===== config.mk =====
export PLATFORM = sky130hd
export DESIGN_NAME = rotate_scan_ctrl
export DESIGN_NICKNAME = d
export VERILOG_FILES = /design/src/rtl/rotate_scan_ctrl.sv
export SDC_FILE = /design/constraint.sdc
export NUM_CORES = 1
export LEC_CHECK = 0
export ABC_AREA = 1
export CAP_MARGIN = 10
export CORE_MARGIN = 1.5
export CORE_UTILIZATION = 50
export CTS_BUF_LIST = sky130_fd_sc_hd__clkbuf_8 sky130_fd_sc_hd__clkbuf_16
export DETAILED_ROUTE_END_ITERATION = 12
export PLACE_DENSITY = 0.74
export RECOVER_POWER = 50
export SYNTH_ARGS = -nofsm -noshare
export SYNTH_HDL_FRONTEND = slang
export SYNTH_SLANG_ARGS = --single-unit

===== constraint.sdc =====
create_clock -name clk_in -period 2.2 [get_ports clk_in]
set_input_delay 0.55 -clock clk_in [delete_from_list [all_inputs] [get_ports clk_in]]
set_output_delay 0.55 -clock clk_in [all_outputs]
set_load 0.02 [all_outputs]

===== src/rtl/rotate_scan_ctrl.sv =====
// rtl/rotate_scan_ctrl.sv - frame-scan sequencer with credit pacing and pipeline-aligned strobes
// Walks the rotated raster once per start and tags pixels so strobes land with BRAM data.
module rotate_scan_ctrl #(
    parameter int OUT_W    = 480,
    parameter int OUT_H    = 640,
    parameter int CREDITS  = 8,
    parameter int PIPE_LAT = 3
) (
    input  logic        clk_in,
    input  logic        rst_in,
    input  logic        start_in,
    input  logic        abort_in,
    input  logic        credit_return_in,
    output logic [10:0] hcount_out,
    output logic [9:0]  vcount_out,
    output logic        valid_out,
    output logic        pixel_valid_out,
    output logic        sof_out,
    output logic        eol_out,
    output logic        eof_out,
    output logic        busy_out,
    output logic        done_out,
    output logic        aborted_out,
    output logic        credit_err_out
);

    localparam int              CW       = $clog2(CREDITS + 1);
    localparam logic [CW-1:0]   CRED_MAX = CW'(CREDITS);
    localparam logic [10:0]     H_LAST   = 11'(OUT_W - 1);
    localparam logic [9:0]      V_LAST   = 10'(OUT_H - 1);

    typedef enum logic [1:0] {
        S_IDLE,
        S_SCAN,
        S_DRAIN,
        S_DONE
    } state_t;

    state_t         state_q;
    logic [10:0]    h_q;
    logic [10:0]    h_d;
    logic [9:0]     v_q;
    logic [9:0]     v_d;
    logic [10:0]    hcount_q;
    logic [9:0]     vcount_q;
    logic [CW-1:0]  credit_q;
    logic [CW-1:0]  credit_d;
    logic           credit_err_q;
    logic           credit_err_d;
    logic           abort_flag_q;
    logic           busy_q;
    logic           done_q;
    logic           aborted_q;
    logic           issue;
    logic           last_pix;
    logic           drained;

    // Tag bits: [3] valid, [2] sof, [1] eol, [0] eof.
    logic [3:0]     issue_tag_q;
    logic [3:0]     pipe_q [PIPE_LAT];

    always_comb begin
        issue    = (state_q == S_SCAN) && (credit_q != '0) && !abort_in;
        last_pix = (h_q == H_LAST) && (v_q == V_LAST);
        h_d      = h_q;
        v_d      = v_q;
        if ((state_q == S_IDLE) && start_in) begin
            h_d = '0;
            v_d = '0;
        end else if (issue) begin
            if (h_q == H_LAST) begin
                h_d = '0;
                v_d = (v_q == V_LAST) ? '0 : v_q + 10'd1;
            end else begin
                h_d = h_q + 11'd1;
            end
        end
    end

    always_comb begin
        credit_d     = credit_q;
        credit_err_d = credit_err_q;
        if (issue && !credit_return_in) begin
            credit_d = credit_q - CW'(1);
        end else if (!issue && credit_return_in) begin
            if (credit_q == CRED_MAX) begin
                credit_err_d = 1'b1;
            end else begin
                credit_d = credit_q + CW'(1);
            end
        end
    end

    // The final pipe stage is leaving this cycle, so it no longer holds the frame open.
    always_comb begin
        drained = !issue_tag_q[3];
        for (int i = 0; i < PIPE_LAT - 1; i++) begin
            if (pipe_q[i][3]) begin
                drained = 1'b0;
            end
        end
    end

    always_ff @(posedge clk_in or negedge rst_in) begin
        if (!rst_in) begin
            state_q      <= S_IDLE;
            h_q          <= '0;
            v_q          <= '0;
            hcount_q     <= '0;
            vcount_q     <= '0;
            credit_q     <= CRED_MAX;
            credit_err_q <= 1'b0;
            abort_flag_q <= 1'b0;
            busy_q       <= 1'b0;
            done_q       <= 1'b0;
            aborted_q    <= 1'b0;
            issue_tag_q  <= '0;
            for (int i = 0; i < PIPE_LAT; i++) begin
                pipe_q[i] <= '0;
            end
        end else begin
            h_q          <= h_d;
            v_q          <= v_d;
            hcount_q     <= issue ? h_q : h_d;
            vcount_q     <= issue ? v_q : v_d;
            credit_q     <= credit_d;
            credit_err_q <= credit_err_d;
            issue_tag_q  <= {issue,
                             issue && (h_q == '0) && (v_q == '0),
                             issue && (h_q == H_LAST),
                             issue && last_pix};
            pipe_q[0]    <= issue_tag_q;
            for (int i = 1; i < PIPE_LAT; i++) begin
                pipe_q[i] <= pipe_q[i-1];
            end
            done_q       <= 1'b0;
            aborted_q    <= 1'b0;

            case (state_q)
                S_IDLE: begin
                    abort_flag_q <= 1'b0;
                    busy_q       <= start_in;
                    if (start_in) begin
                        state_q <= S_SCAN;
                    end
                end
                S_SCAN: begin
                    busy_q <= 1'b1;
                    if (abort_in) begin
                        state_q      <= S_DRAIN;
                        abort_flag_q <= 1'b1;
                    end else if (issue && last_pix) begin
                        state_q <= S_DRAIN;
                    end
                end
                S_DRAIN: begin
                    busy_q <= 1'b1;
                    if (drained) begin
                        state_q   <= S_DONE;
                        done_q    <= 1'b1;
                        aborted_q <= abort_flag_q;
                    end
                end
                default: begin
                    state_q      <= S_IDLE;
                    abort_flag_q <= 1'b0;
                    busy_q       <= 1'b0;
                end
            endcase
        end
    end

    assign hcount_out      = hcount_q;
    assign vcount_out      = vcount_q;
    assign valid_out       = issue_tag_q[3];
    assign pixel_valid_out = pipe_q[PIPE_LAT-1][3];
    assign sof_out         = pipe_q[PIPE_LAT-1][2];
    assign eol_out         = pipe_q[PIPE_LAT-1][1];
    assign eof_out         = pipe_q[PIPE_LAT-1][0];
    assign busy_out        = busy_q;
    assign done_out        = done_q;
    assign aborted_out     = aborted_q;
    assign credit_err_out  = credit_err_q;

endmodule


==> run_summary.xml, run 1 <==
<?xml version="1.0" encoding="UTF-8"?>
<metrics>
  <group name="critical_path">
    <metric name="critPathRequiredTime" unit="ns">2.50</metric>
    <metric name="worst-path-max-fanout" unit="">4</metric>
    <metric name="cp-end-kind" unit="">flip-flop</metric>
    <metric name="crit_start_category" unit="">flip-flop</metric>
    <metric name="rrSetupSlack" unit="ns">0.18</metric>
    <metric name="ff2ff_path_depth" unit="">13</metric>
    <metric name="regToRegStartpoint" unit="">state_q[1]</metric>
    <metric name="worstPathArrival" unit="ns">2.32</metric>
    <metric name="worst-setup-path-type" unit="">flip-flop to flip-flop</metric>
    <metric name="reg2reg_to" unit="">credit_q[3]</metric>
  </group>
  <group name="layout">
    <metric name="antenna_cells_inserted" unit="">0</metric>
    <metric name="layout.cells.non_filler" unit="">479</metric>
    <metric name="drive_gt1_share" unit="%">13.6</metric>
    <metric name="area_growth_syn_to_layout" unit="%">21.9</metric>
    <metric name="finalNetCount" unit="">416</metric>
    <metric name="finish.utilization" unit="%">64.4</metric>
  </group>
  <group name="clock_tree">
    <metric name="clock_tree.buffer_depth" unit="">2</metric>
    <metric name="cts_tree" unit="">built</metric>
    <metric name="post_cts.repair.setup_buffers" unit="">0</metric>
    <metric name="cts_inserted_buffers" unit="">9</metric>
    <metric name="cts-root-buf" unit="">sky130_fd_sc_hd__clkbuf_8</metric>
    <metric name="clkLatencyLatePin" unit="ns">0.35</metric>
    <metric name="numClockSinks" unit="">69</metric>
    <metric name="path_clk_slew" unit="ns">0.08</metric>
    <metric name="cts-htree-levels" unit="">3</metric>
  </group>
  <group name="logic_synthesis">
    <metric name="post_synth_inst_count" unit="">348</metric>
    <metric name="syn_area" unit="um^2">3180</metric>
    <metric name="syn_nets" unit="">365</metric>
    <metric name="prevailing_post_synth_register_cell" unit="">sky130_fd_sc_hd__dfrtp_1</metric>
    <metric name="synth-warning-count" unit="">0</metric>
    <metric name="synthDistinctLibCells" unit="">34</metric>
    <metric name="synth_edf_count" unit="">0</metric>
    <metric name="synth_seq_cells" unit="">69</metric>
    <metric name="async_reset_ff_share" unit="%">100</metric>
    <metric name="synth-seq-area-share" unit="%">54.3</metric>
    <metric name="syn-mean-instance-area" unit="um^2">9.14</metric>
  </group>
  <group name="timing">
    <metric name="timing.max_slew.rel_slack" unit="%">-11.6</metric>
    <metric name="finalHoldViolCount" unit="">0</metric>
    <metric name="timing.hold.ws" unit="ns">0.350</metric>
    <metric name="setup_viol_count_final" unit="">0</metric>
    <metric name="timing.clock.skew" unit="ns">0.00552</metric>
    <metric name="timing.setup.tns" unit="ns">0</metric>
    <metric name="grt_setup_unrepaired" unit="">false</metric>
    <metric name="highest_achievable_clock_rate" unit="MHz">495</metric>
    <metric name="worst_slack" unit="ns">0.178</metric>
    <metric name="slew_violations" unit="">70</metric>
    <metric name="worst_pin_slew" unit="ns">1.67</metric>
    <metric name="min_period_over_period" unit="%">91.9</metric>
    <metric name="min_period" unit="ns">2.02</metric>
  </group>
  <group name="place">
    <metric name="post-dp-hpwl" unit="mm">4.34</metric>
    <metric name="numPlacedInstances" unit="">463</metric>
    <metric name="portBuffers" unit="">34</metric>
    <metric name="place.gp.congestion" unit="">0.832</metric>
    <metric name="dp_worst_setup_slack" unit="ns">-0.216</metric>
  </group>
  <group name="route">
    <metric name="total_drc_errors_in_the_routed_layout" unit="">0</metric>
    <metric name="routed_length_per_placed_instance" unit="um">13.0</metric>
    <metric name="first_iter_violations" unit="">124</metric>
    <metric name="firstDrtPassIters" unit="">4</metric>
    <metric name="dr_total_vias" unit="">2434</metric>
    <metric name="vias_per_cell" unit="">5.08</metric>
    <metric name="ant_nets" unit="">0</metric>
    <metric name="route.final.wire_length" unit="mm">6.25</metric>
  </group>
  <group name="die">
    <metric name="placementRows" unit="">28</metric>
    <metric name="die_x" unit="um">82.8</metric>
    <metric name="dieArea" unit="um^2">6850</metric>
    <metric name="effective_utilization_at_floorplan" unit="%">52.8</metric>
    <metric name="boundaryPins" unit="">35</metric>
    <metric name="floorplan.die.height" unit="um">82.8</metric>
    <metric name="placeable_core_region" unit="um^2">6030</metric>
  </group>
  <group name="hold_path">
    <metric name="hp-class" unit="">flip-flop to flip-flop</metric>
    <metric name="holdCritStartpoint" unit="">pipe_q[5]</metric>
    <metric name="min_delay_path_depth" unit="">0</metric>
    <metric name="min_delay_worst_endpoint" unit="">eol_out</metric>
  </group>
  <group name="grt">
    <metric name="initial_antenna_violation_count" unit="">0</metric>
    <metric name="pin_count_of_the_biggest_net_entering_global_routing" unit="">70</metric>
    <metric name="globalRouteOverflowTotal" unit="">0</metric>
    <metric name="first_global_vias" unit="">2301</metric>
    <metric name="grt_pass1_wl" unit="mm">10.6</metric>
    <metric name="globalRouteTotalUtil" unit="%">21.0</metric>
  </group>
  <group name="status">
    <metric name="violations_in_the_final_reports" unit="">capacitance limit, slew limit</metric>
    <metric name="status" unit="">complete, but fails checks</metric>
  </group>
  <group name="power">
    <metric name="ir_worst_vdd" unit="mV">0.590</metric>
    <metric name="power.static_leakage" unit="nW">1.91</metric>
    <metric name="p_per_area" unit="nW/um^2">1010</metric>
  </group>
  <group name="flow_run">
    <metric name="max-cap-violations" unit="">1</metric>
  </group>
</metrics>
layer usage:
metal  up-vias  track usage, %  share of wire (%)
met5         -               0                  0
met4         0            10.7                2.5
met3        14            4.48                4.8
met2        60            33.6                 48
met1      1162            27.0                 44
li1       1198               -                  -
synth_stat cells, types with 2 or more instances:
master	n	area, um^2
sky130_fd_sc_hd__xor2_1	8	70.1
sky130_fd_sc_hd__nand2_1	65	244
sky130_fd_sc_hd__inv_2	4	15.0
sky130_fd_sc_hd__nand4_1	7	43.8
sky130_fd_sc_hd__nor3_1	7	35.0
sky130_fd_sc_hd__a21oi_2	3	26.3
sky130_fd_sc_hd__nand2_2	2	12.5
sky130_fd_sc_hd__a21oi_1	18	90.1
sky130_fd_sc_hd__nor2_1	53	199
sky130_fd_sc_hd__dfrtp_1	68	1700
sky130_fd_sc_hd__nand3_1	23	115
sky130_fd_sc_hd__nor2_2	2	12.5
sky130_fd_sc_hd__nor2_4	5	56.3
sky130_fd_sc_hd__ha_1	12	150
sky130_fd_sc_hd__o21ai_0	7	35.0
sky130_fd_sc_hd__inv_1	44	165
sky130_fd_sc_hd__buf_6	3	33.8
cell families (layout without fill, tap and decap cells):
group           Yosys count  after routing  synth area share (%)
xor+xnor                 10             10                  2.99
compound gates           31             31                  5.54
simple gates            172            172                  25.0
fa+ha+maj                12             12                  4.72
buf+inv                  54            110                  7.47
flops                    69             69                  54.3
cells in the final DEF, fill, tap and decap left out, drive strengths merged, types with 7 or more instances in the layout:
master	instances
a21oi	21
buf	12
clkbuf	12
clkdlybuf4s50	33
dfrtp	68
ha	12
inv	51
nand2	68
nand3	25
nand4	7
nor2	60
nor3	8
o21ai	8
xor2	9
where the power goes:
part | leakage, nW | switching, mW | internal, mW
combinational | 0.863 | 0.716 | 0.471
clock | 0.111 | 0.514 | 0.600
sequential | 0.935 | 0.146 | 1.46
total | 1.91 | 1.38 | 2.53
through the flow:
step | power [mW] | area, um^2
after floorplan | 2.39 | 3180
after global placement | 2.77 | 3670
after detailed placement | 2.82 | 3670
after CTS | 3.93 | 3880
after global routing | 4.16 | 3880
final | 3.91 | 3880
registers in the layout (all words and copies together) (netlist names), 2 cells and up:
signal	count
hcount_out	11
credit_q	4
state_q	2
pipe_q	8
v_q	10
issue_tag_q	4
h_q	11
vcount_out	10
how the worst max path moves through the flow:
| stage | from | to | slack, ns |
|---|---|---|---|
| 3_5_place_dp | abort_in | credit_q[2] | -0.22 |
| 6_report | state_q[1] | credit_q[3] | 0.18 |
| 2_1_floorplan | state_q[1] | credit_q[2] | 0.03 |
| 4_1_cts | state_q[1] | credit_q[2] | 0.12 |
| 5_1_grt | state_q[1] | credit_q[3] | 0.02 |
| 3_3_place_gp | abort_in | credit_q[2] | -0.11 |
area by class of cell:
class / count / area [um^2]
multi-input combinational: 225 / 1230
tap: 75 / 93.8
sequential: 69 / 1730
timing repair buffer: 46 / 435
clock inverter: 5 / 65.1
inverter: 48 / 180
clock buffer: 11 / 151
fill: 474 / 2150
worst max-delay path, stage by stage (launching register included):
cell and delay (ns):
sky130_fd_sc_hd__dfrtp_1 0.43, sky130_fd_sc_hd__inv_1 0.10, sky130_fd_sc_hd__ha_1 0.14, sky130_fd_sc_hd__inv_1 0.05, sky130_fd_sc_hd__nor2_2 0.17, sky130_fd_sc_hd__nand2_4 0.07
sky130_fd_sc_hd__inv_2 0.05, sky130_fd_sc_hd__ha_1 0.19, sky130_fd_sc_hd__buf_4 0.14, sky130_fd_sc_hd__xor2_1 0.26, sky130_fd_sc_hd__nand4_1 0.16, sky130_fd_sc_hd__nand3_1 0.11
sky130_fd_sc_hd__nand2_1 0.05, sky130_fd_sc_hd__nand2_1 0.05
timing repair:
item / CTS / global route
hold buffers: 0 / 0
setup endpoints to repair: 0 / 2
hold endpoints to repair: 0 / 0
resized for setup: 0 / 2
Power figures use the tool's default switching activity.
==> inputs of run 2 (changes only) <==
Settings changed: SLEW_MARGIN set to 30.
==> results of run 2 <==
Final layout, timing and power as in run 1 (identical DEF).
==> inputs of run 3 (changes only) <==
Settings changed: REMOVE_ABC_BUFFERS set to 1.
==> run_summary.xml, run 3 (synthesis gave the netlist of run 1 again) <==
<?xml version="1.0" encoding="UTF-8"?>
<metrics>
  <group name="status">
    <metric name="status" unit="">complete, but fails checks</metric>
    <metric name="violations_in_the_final_reports" unit="">capacitance limit, slew limit</metric>
  </group>
  <group name="place">
    <metric name="portBuffers" unit="">34</metric>
    <metric name="numPlacedInstances" unit="">466</metric>
    <metric name="dpl-instance-area" unit="um^2">3690</metric>
    <metric name="post-dp-hpwl" unit="mm">4.38</metric>
    <metric name="dp_worst_setup_slack" unit="ns">-0.163</metric>
    <metric name="place.gp.congestion" unit="">0.912</metric>
  </group>
  <group name="timing">
    <metric name="min_period" unit="ns">1.97</metric>
    <metric name="finalHoldViolCount" unit="">0</metric>
    <metric name="timing.hold.ws" unit="ns">0.349</metric>
    <metric name="timing.setup.tns" unit="ns">0</metric>
    <metric name="timing.max_slew.rel_slack" unit="%">-8.48</metric>
    <metric name="worst_slack" unit="ns">0.229</metric>
    <metric name="min_period_over_period" unit="%">89.6</metric>
    <metric name="worst_pin_slew" unit="ns">1.63</metric>
    <metric name="timing.clock.skew" unit="ns">0.00574</metric>
    <metric name="setup_viol_count_final" unit="">0</metric>
    <metric name="highest_achievable_clock_rate" unit="MHz">507</metric>
    <metric name="slew_violations" unit="">70</metric>
    <metric name="grt_setup_unrepaired" unit="">false</metric>
  </group>
  <group name="clock_tree">
    <metric name="cts-root-buf" unit="">sky130_fd_sc_hd__clkbuf_8</metric>
    <metric name="ctsHoldBuffers" unit="">0</metric>
    <metric name="path_clk_slew" unit="ns">0.07</metric>
    <metric name="cts_tree" unit="">built</metric>
    <metric name="clock_tree.buffer_depth" unit="">2</metric>
    <metric name="clkLatencyLatePin" unit="ns">0.34</metric>
    <metric name="cts-htree-levels" unit="">3</metric>
    <metric name="numClockSinks" unit="">69</metric>
    <metric name="post_cts.repair.setup_buffers" unit="">0</metric>
    <metric name="cts_inserted_buffers" unit="">9</metric>
  </group>
  <group name="layout">
    <metric name="seq_area" unit="um^2">1730</metric>
    <metric name="multi_input_area" unit="um^2">1220</metric>
    <metric name="layout.cells.non_filler" unit="">482</metric>
    <metric name="layout.cells.most_common" unit="">sky130_fd_sc_hd__dfrtp_1</metric>
    <metric name="area_growth_syn_to_layout" unit="%">22.7</metric>
    <metric name="layout_common_cells" unit="">68 x sky130_fd_sc_hd__dfrtp_1, 65 x sky130_fd_sc_hd__nand2_1, 52 x sky130_fd_sc_hd__nor2_1</metric>
    <metric name="antenna_cells_inserted" unit="">0</metric>
    <metric name="n_fill_cell" unit="">491</metric>
    <metric name="drive_gt1_share" unit="%">14.0</metric>
    <metric name="postLayoutCellArea" unit="um^2">3900</metric>
    <metric name="finish.utilization" unit="%">64.8</metric>
    <metric name="finalNetCount" unit="">419</metric>
  </group>
  <group name="flow_run">
    <metric name="max-cap-violations" unit="">1</metric>
  </group>
  <group name="critical_path">
    <metric name="worst-setup-path-type" unit="">primary input to flip-flop</metric>
    <metric name="crit_start_category" unit="">primary input</metric>
    <metric name="regToRegStartpoint" unit="">state_q[1]</metric>
    <metric name="critPathRequiredTime" unit="ns">2.48</metric>
    <metric name="cp-startpoint" unit="">abort_in</metric>
    <metric name="cp-end-kind" unit="">flip-flop</metric>
    <metric name="worst-path-max-fanout" unit="">3</metric>
    <metric name="worstPathArrival" unit="ns">2.25</metric>
  </group>
  <group name="grt">
    <metric name="grt.met2_usage" unit="%">35.0</metric>
    <metric name="first_global_vias" unit="">2353</metric>
    <metric name="pin_count_of_the_biggest_net_entering_global_routing" unit="">70</metric>
    <metric name="grt_use_met1" unit="%">26.2</metric>
    <metric name="globalRouteOverflowTotal" unit="">0</metric>
    <metric name="globalRouteTotalUtil" unit="%">21.0</metric>
    <metric name="globalRoute.busiestLayer" unit="">met2</metric>
    <metric name="groute.layer.met3.usage" unit="%">5.79</metric>
    <metric name="initial_antenna_violation_count" unit="">0</metric>
    <metric name="grt_pass1_wl" unit="mm">10.6</metric>
  </group>
  <group name="route">
    <metric name="vias_per_cell" unit="">4.95</metric>
    <metric name="routed_length_per_placed_instance" unit="um">12.9</metric>
    <metric name="ant_nets" unit="">0</metric>
    <metric name="dr_total_vias" unit="">2387</metric>
    <metric name="first_iter_violations" unit="">72</metric>
    <metric name="firstDrtPassIters" unit="">4</metric>
    <metric name="total_drc_errors_in_the_routed_layout" unit="">0</metric>
    <metric name="route.final.wire_length" unit="mm">6.22</metric>
  </group>
  <group name="die">
    <metric name="boundaryPins" unit="">35</metric>
    <metric name="floorplan.die.height" unit="um">82.8</metric>
    <metric name="die_x" unit="um">82.8</metric>
    <metric name="effective_utilization_at_floorplan" unit="%">52.8</metric>
    <metric name="placementRows" unit="">28</metric>
    <metric name="dieArea" unit="um^2">6850</metric>
    <metric name="placeable_core_region" unit="um^2">6030</metric>
  </group>
  <group name="power">
    <metric name="power.static_leakage" unit="nW">1.93</metric>
    <metric name="power.total" unit="mW">3.94</metric>
    <metric name="p_per_area" unit="nW/um^2">1010</metric>
    <metric name="ir_worst_vdd" unit="mV">0.744</metric>
  </group>
  <group name="hold_path">
    <metric name="holdCritStartpoint" unit="">issue_tag_q[1]</metric>
    <metric name="hp-class" unit="">flip-flop to flip-flop</metric>
  </group>
</metrics>
## run 3: cell count changes in the layout (fill, tap and decap cells not counted), sizes merged
cell,previous run,this run
bufinv,1,2
clkinvlp,0,1
clkbuf,12,11
inv,51,48
buf,12,15
clkinv,1,3
## run 3: final timing paths
check / cells past startpoint / slack (ns) / end
setup / recovery: 12 / 0.23 / credit_q[3]
hold / removal: 0 / 0.35 / pipe_q[9]
setup reg to reg: 14 / 0.23 / credit_q[3]
hold reg to reg: 0 / 0.35 / pipe_q[9]
max in group asynchronous: 2 / 0.53 / vcount_out[9]
min in group asynchronous: 2 / 0.71 / credit_q[2]
## run 3: report_power, final
group | internal, mW | switching (mW) | total (mW)
clock | 0.666 | 0.466 | 1.13
sequential | 1.46 | 0.140 | 1.60
combinational | 0.487 | 0.714 | 1.20
total | 2.62 | 1.32 | 3.94
## run 3: routing by layer
layer / share of wire (%) / vias to the layer above
li1: - / 1198
met5: 0 / -
met4: 1.5 / 0
met1: 45 / 1131
met2: 49 / 51
met3: 4.1 / 7
## run 3: area by class of cell
type / instances / share of cell area, %
Tap cell: 75 / 2.40
Inverter: 48 / 4.62
Sequential cell: 69 / 44.3
Clock buffer: 10 / 3.53
Clock inverter: 6 / 2.21
Multi-Input combinational cell: 225 / 31.2
Timing Repair Buffer: 49 / 11.7
## run 3: timing repair
item                       CTS  global route
hold endpoints to repair     0             0
gates resized for setup      0             1
setup endpoints to repair    0             2
## run 3: critical path, cell delays in order
cell                              delay, ns
sky130_fd_sc_hd__clkdlybuf4s50_1       0.45
sky130_fd_sc_hd__nor2_2                0.21
sky130_fd_sc_hd__nand2_4               0.08
sky130_fd_sc_hd__inv_2                 0.05
sky130_fd_sc_hd__ha_1                  0.16
sky130_fd_sc_hd__buf_4                 0.12
sky130_fd_sc_hd__xor2_1                0.24
sky130_fd_sc_hd__nand3_1               0.12
sky130_fd_sc_hd__nand2_1               0.09
sky130_fd_sc_hd__nand3_1               0.07
sky130_fd_sc_hd__nand2_1               0.06
sky130_fd_sc_hd__nand2_1               0.04
